--- src/rtl/add_node_conn.sv ---
// Streaming NEAT add-node mutation: passes node genes while tracking the highest ID, and
// splits selected connection genes into disabled original + new hidden node + two new links.
module add_node_conn #(
  parameter int                  GENE_SZ      = 64,
  parameter int                  ATTR_SZ      = 8,
  parameter int                  LIM_ADD_NODE = 4,
  parameter logic [ATTR_SZ-1:0]  UNIT_WEIGHT  = 8'h40
) (
  input  logic               clk,
  input  logic               rst,
  input  logic               setup_i,
  input  logic               state_i,
  input  logic [ATTR_SZ-1:0] node_add_prob_i,
  input  logic [ATTR_SZ-1:0] random_i,
  input  logic [GENE_SZ-1:0] gene_in_i,
  input  logic               in_valid_i,
  output logic               in_ready_o,
  output logic [GENE_SZ-1:0] gene_out_o,
  output logic               out_is_node_o,
  output logic               out_valid_o,
  input  logic               out_ready_i
);

  localparam int CTR_W = $clog2(LIM_ADD_NODE + 1);
  localparam logic [CTR_W-1:0] LIM = CTR_W'(LIM_ADD_NODE);

  typedef enum logic [1:0] {PASS, S_NODE, S_C1, S_C2} fsm_t;

  fsm_t               fsm_q, fsm_d;
  logic [ATTR_SZ-1:0] prob_q;
  logic [ATTR_SZ-1:0] max_id_q, max_id_d;
  logic [ATTR_SZ-1:0] new_id_q, new_id_d;
  logic [CTR_W-1:0]   add_ctr_q, add_ctr_d;
  logic [GENE_SZ-1:0] hold_q, hold_d;
  logic [GENE_SZ-1:0] gene_out_q, gene_out_d;
  logic               is_node_q, is_node_d;
  logic               valid_q, valid_d;

  logic slot_free;
  logic accept;
  logic split;

  assign slot_free     = !valid_q || out_ready_i;
  assign in_ready_o    = (fsm_q == PASS) && slot_free && !setup_i;
  assign accept        = in_valid_i && in_ready_o;
  assign split         = gene_in_i[55] && (random_i > prob_q) && (add_ctr_q < LIM) &&
                         (max_id_q != {ATTR_SZ{1'b1}});
  assign gene_out_o    = gene_out_q;
  assign out_is_node_o = is_node_q;
  assign out_valid_o   = valid_q;

  always_comb begin
    fsm_d      = fsm_q;
    max_id_d   = max_id_q;
    new_id_d   = new_id_q;
    add_ctr_d  = add_ctr_q;
    hold_d     = hold_q;
    gene_out_d = gene_out_q;
    is_node_d  = is_node_q;
    valid_d    = valid_q;
    case (fsm_q)
      PASS: begin
        if (accept) begin
          valid_d    = 1'b1;
          gene_out_d = gene_in_i;
          is_node_d  = !state_i;
          if (!state_i) begin
            if (gene_in_i[47:40] > max_id_q) max_id_d = gene_in_i[47:40];
          end else if (split) begin
            gene_out_d[55] = 1'b0;
            hold_d         = gene_in_i;
            new_id_d       = max_id_q + 8'd1;
            fsm_d          = S_NODE;
          end
        end else if (out_ready_i) begin
          valid_d = 1'b0;
        end
      end
      S_NODE: begin
        if (slot_free) begin
          gene_out_d        = '0;
          gene_out_d[47:40] = new_id_q;
          is_node_d         = 1'b1;
          valid_d           = 1'b1;
          fsm_d             = S_C1;
        end
      end
      S_C1: begin
        if (slot_free) begin
          gene_out_d        = hold_q;
          gene_out_d[55]    = 1'b1;
          gene_out_d[39:32] = new_id_q;
          gene_out_d[31:24] = UNIT_WEIGHT;
          is_node_d         = 1'b0;
          valid_d           = 1'b1;
          fsm_d             = S_C2;
        end
      end
      S_C2: begin
        if (slot_free) begin
          gene_out_d        = hold_q;
          gene_out_d[55]    = 1'b1;
          gene_out_d[47:40] = new_id_q;
          is_node_d         = 1'b0;
          valid_d           = 1'b1;
          max_id_d          = new_id_q;
          add_ctr_d         = add_ctr_q + CTR_W'(1);
          fsm_d             = PASS;
        end
      end
      default: fsm_d = PASS;
    endcase
    // setup aborts any split in flight and wins over a same-cycle accept
    if (setup_i) begin
      fsm_d      = PASS;
      max_id_d   = '0;
      new_id_d   = '0;
      add_ctr_d  = '0;
      hold_d     = '0;
      gene_out_d = '0;
      is_node_d  = 1'b0;
      valid_d    = 1'b0;
    end
  end

  always_ff @(posedge clk or posedge rst) begin
    if (rst) begin
      fsm_q      <= PASS;
      max_id_q   <= '0;
      new_id_q   <= '0;
      add_ctr_q  <= '0;
      hold_q     <= '0;
      gene_out_q <= '0;
      is_node_q  <= 1'b0;
      valid_q    <= 1'b0;
    end else begin
      fsm_q      <= fsm_d;
      max_id_q   <= max_id_d;
      new_id_q   <= new_id_d;
      add_ctr_q  <= add_ctr_d;
      hold_q     <= hold_d;
      gene_out_q <= gene_out_d;
      is_node_q  <= is_node_d;
      valid_q    <= valid_d;
    end
  end

  always_ff @(posedge clk or posedge rst) begin
    if (rst)          prob_q <= '0;
    else if (setup_i) prob_q <= node_add_prob_i;
  end

endmodule

--- config.mk ---
export PLATFORM = sky130hd
export DESIGN_NAME = add_node_conn
export DESIGN_NICKNAME = d
export VERILOG_FILES = /design/src/rtl/add_node_conn.sv
export SDC_FILE = /design/constraint.sdc
export NUM_CORES = 1
export LEC_CHECK = 0
export CORE_MARGIN = 5
export CORE_UTILIZATION = 39
export DETAILED_ROUTE_END_ITERATION = 16
export GPL_ROUTABILITY_DRIVEN = 0
export HOLD_SLACK_MARGIN = 0.12
export PLACE_DENSITY_LB_ADDON = 0.1
export SLEW_MARGIN = 15
export SYNTH_ARGS = -nofsm -noshare
export SYNTH_HDL_FRONTEND = slang
export SYNTH_SLANG_ARGS = --single-unit
--- constraint.sdc ---
create_clock -name clk -period 5.2 [get_ports clk]
set_clock_uncertainty 0.15 [all_clocks]
set_input_delay 0.78 -clock clk [delete_from_list [all_inputs] [get_ports clk]]
set_output_delay 0.78 -clock clk [all_outputs]
set_load 0.05 [all_outputs]
==> run_results.csv <==
group,metric,value,unit
setup_path,cp.arrival,3720,ps
sta,finalHoldViolations,0,
drt,drt-pass1-iter-count,5,
synthesis,netlist_top_cells_count,"dfrtp_1 (158), nor2_1 (112), nand2_1 (81), a221oi_1 (53), nor2b_1 (47)",
synthesis,synth_area_per_cell,10.5,µm²
cells_and_area,drive_gt1_share,11.3,%
global_route,grt_max_degree,113,
placed_design,dp.cells,1144,
cells_and_area,antenna_cells,0,
cts,clk_path_buf_depth,2,
power_and_ir_drop,power_density,501,mW/mm²
global_route,grt_usage,18.6,%
setup_path,endpoint_kind,"flip-flop",
floorplanning,io_pins,153,
floorplanning,rows,52,
outcome,status,"finished, final reports clean",
cts,ctsResizeCount,0,
placed_design,dp_slack,1650,ps
synthesis,synth_top_area_cell,"dfrtp_1",
drt,ant_nets,0,
placed_design,port_buffers,152,
floorplanning,coreArea,0.0202,mm²
sta,tns,0,ps
cells_and_area,final_area,0.0103,mm²
synthesis,async_reset_ff_share,100,%
synthesis,yosysWarnings,0,
synthesis,synth_edf_count,0,
setup_path,path_class,"reg2reg",
power_and_ir_drop,intPower,2.99,mW
synthesis,yosysSeqAreaShare,49.4,%
synthesis,synth_nets,871,
cts,clock_sinks,158,
power_and_ir_drop,power_frac_comb,44.0,%
cells_and_area,n_fill_cell,1855,
cts,cts_made_buffers,17,
floorplanning,die_x,153,µm
global_route,grt_overflow,0,
synthesis,synth_ff_type,"dfrtp_1",
cells_and_area,multi_input_area,0.00369,mm²
cells_and_area,nNetsFinal,1001,
cells_and_area,utilization,50.9,%
cts,cts-root-buf,"clkbuf_16",
power_and_ir_drop,switchingPower,2.17,mW
sta,max_slew.worst_pin.slew,1110,ps
synthesis,ys_ff_latch,158,
drt,post-route-drc-count,0,
power_and_ir_drop,swShare,42.0,%
sta,period_minus_slack,3530,ps
sta,max_slew_margin,25.8,%
sta,setup_ws,1670,ps
setup_path,crit_fanout,34,
power_and_ir_drop,p_seq_share,32.0,%
cts,ctsHoldBuffers,0,
power_and_ir_drop,leakage,4.75,nW
drt,drt_iter0_markers,438,
global_route,antenna_found_initial,0,
sta,finalCritPeriodShare,67.9,%
setup_path,cp-start-kind,"flip-flop",
power_and_ir_drop,power_frac_clock,24.0,%
floorplanning,fp.dieH,153,µm
floorplanning,initial_core_util,39.6,%
synthesis,ys_types,47,
cts,clock_latency,420,ps
placed_design,dpl.hpwl,14400,µm
drt,viasPerCell,5.31,
synthesis,synth_area,0.00801,mm²
drt,wirelength,21900,µm
setup_path,worst_ep_required_time,5390,ps
synthesis,yosysTopAreaCellShare,49.4,%
global_route,grt_pass1_vias,6488,
drt,vias,6245,
cells_and_area,synthToLayoutAreaGrowth,28.6,%
power_and_ir_drop,irDropWorstVdd,215,µV
global_route,grt_pass1_wl,35300,µm
cts,clkTransAtPathRegs,60,ps
synthesis,synth.most_common_cell,"dfrtp_1",
sta,max_freq,283,MHz
drt,post_drt_wl_per_cell,18.6,µm
floorplanning,die_area,0.0235,mm²
cells_and_area,regArea,0.00395,mm²
synthesis,netlist_instances,763,
job,maxCapViolations,0,
cts,postCtsSetupBuffers,0,
cts,htreeDepth,4,
cells_and_area,layout.cells.non_filler,1175,
sta,drv_slew,0,
synthesis,ys_top_cells_by_area,"dfrtp_1 (49%), mux2_4 (7.3%), a221oi_1 (5.8%)",
sta,finalSetupViolations,0,
worst_hold_path,hp-class,"reg2reg",
sta,rsz0062_at_grt,"false",
cts,cts_tree,"built",
placed_design,place_area,0.00971,mm²
## critical path: stages (launching register included)
cell,delay (ps)
dfrtp_1,420
inv_1,120
ha_1,750
nor3_1,90
nor3_1,590
a21o_2,650
buf_4,430
a221oi_1,100
nor2_1,140
## per-layer routing
layer | track usage [%] | vias to the layer above | share of wire, %
met5 | 0 | - | 0
met4 | 5.18 | 0 | 1.1
met3 | 3.51 | 16 | 4.0
met2 | 31.9 | 151 | 51
met1 | 24.2 | 3145 | 44
li1 | - | 2933 | -
## logic make-up (layout without fill, tap and decap cells)
kind of cell | after synthesis | after routing | synth area share, %
DFF | 158 | 158 | 49.4
and+or+nand+nor | 266 | 266 | 14.8
AOI/OAI and AO/OA | 145 | 145 | 14.0
buffers and inverters | 83 | 225 | 4.84
xor gates and xnor gates | 8 | 8 | 0.875
adders and majority gates | 22 | 22 | 3.44
muxes | 81 | 81 | 12.7
## power groups by stage
stage	combinational, mW	sequential (mW)	clock [mW]
CTS	2.29	1.65	1.26
detailed placement	2.28	1.67	0
finish	2.27	1.65	1.24
global placement	2.27	1.66	0
floorplan	0.792	2.38	0
global route	2.41	1.68	1.32
## area by class of cell
type	count	share of cell area, %
tap	270	3.28
clock buffer	22	4.61
multi-input combinational	522	35.8
sequential	158	38.4
clock inverter	9	1.07
timing repair buffer	165	15.7
inverter	29	1.13
## per-stage QoR
step | hold slack (ps) | total power, mW
floorplan | 335 | 3.18
global placement | 316 | 3.93
detailed placement | 320 | 3.96
CTS | 334 | 5.21
global route | 367 | 5.41
finish | 326 | 5.16
## placed cells by master (no fill, tap or decap), drive strengths merged, types with 2 or more instances in the layout
| cell type | n |
|---|---|
| a221oi | 53 |
| or3 | 2 |
| o21ai | 18 |
| bufinv | 2 |
| nand3 | 6 |
| ha | 22 |
| a22oi | 9 |
| inv | 29 |
| clkinv | 4 |
| nor3 | 6 |
| nand2b | 2 |
| clkinvlp | 3 |
| o211ai | 3 |
| nand4 | 5 |
| buf | 14 |
| clkbuf | 22 |
| mux2 | 46 |
| o31ai | 10 |
| nor2b | 47 |
| a31oi | 3 |
| mux2i | 35 |
| o211a | 3 |
| nand2 | 81 |
| a21oi | 26 |
| a22o | 8 |
| o2111ai | 4 |
| a21o | 2 |
| nor2 | 112 |
| clkdlybuf4s50 | 151 |
| dfrtp | 158 |
| o31a | 2 |
| xnor2 | 7 |
## registers in the layout, indices dropped and copies added (netlist names)
signal,flops
add_ctr_q,3
fsm_q,2
gene_out_o,64
hold_q,63
max_id_q,8
new_id_q,8
out_is_node_o,1
out_valid_o,1
prob_q,8
## final timing paths
path	cells after the start	end	slack, ps	start
setup / recovery	8	gene_out_o[27]$_DFFE_PP0P_	1670	fsm_q[0]$_DFFE_PP0P_
hold / removal	2	gene_out_o[38]$_DFFE_PP0P_	330	gene_out_o[38]$_DFFE_PP0P_
setup reg to reg	8	gene_out_o[27]$_DFFE_PP0P_	1670	fsm_q[0]$_DFFE_PP0P_
hold reg to reg	2	gene_out_o[38]$_DFFE_PP0P_	330	gene_out_o[38]$_DFFE_PP0P_
max in group asynchronous	3	gene_out_o[15]$_DFFE_PP0P_	3250	rst
min in group asynchronous	2	prob_q[7]$_DFFE_PP0P_	790	rst
(Power assumes the default switching activity.)
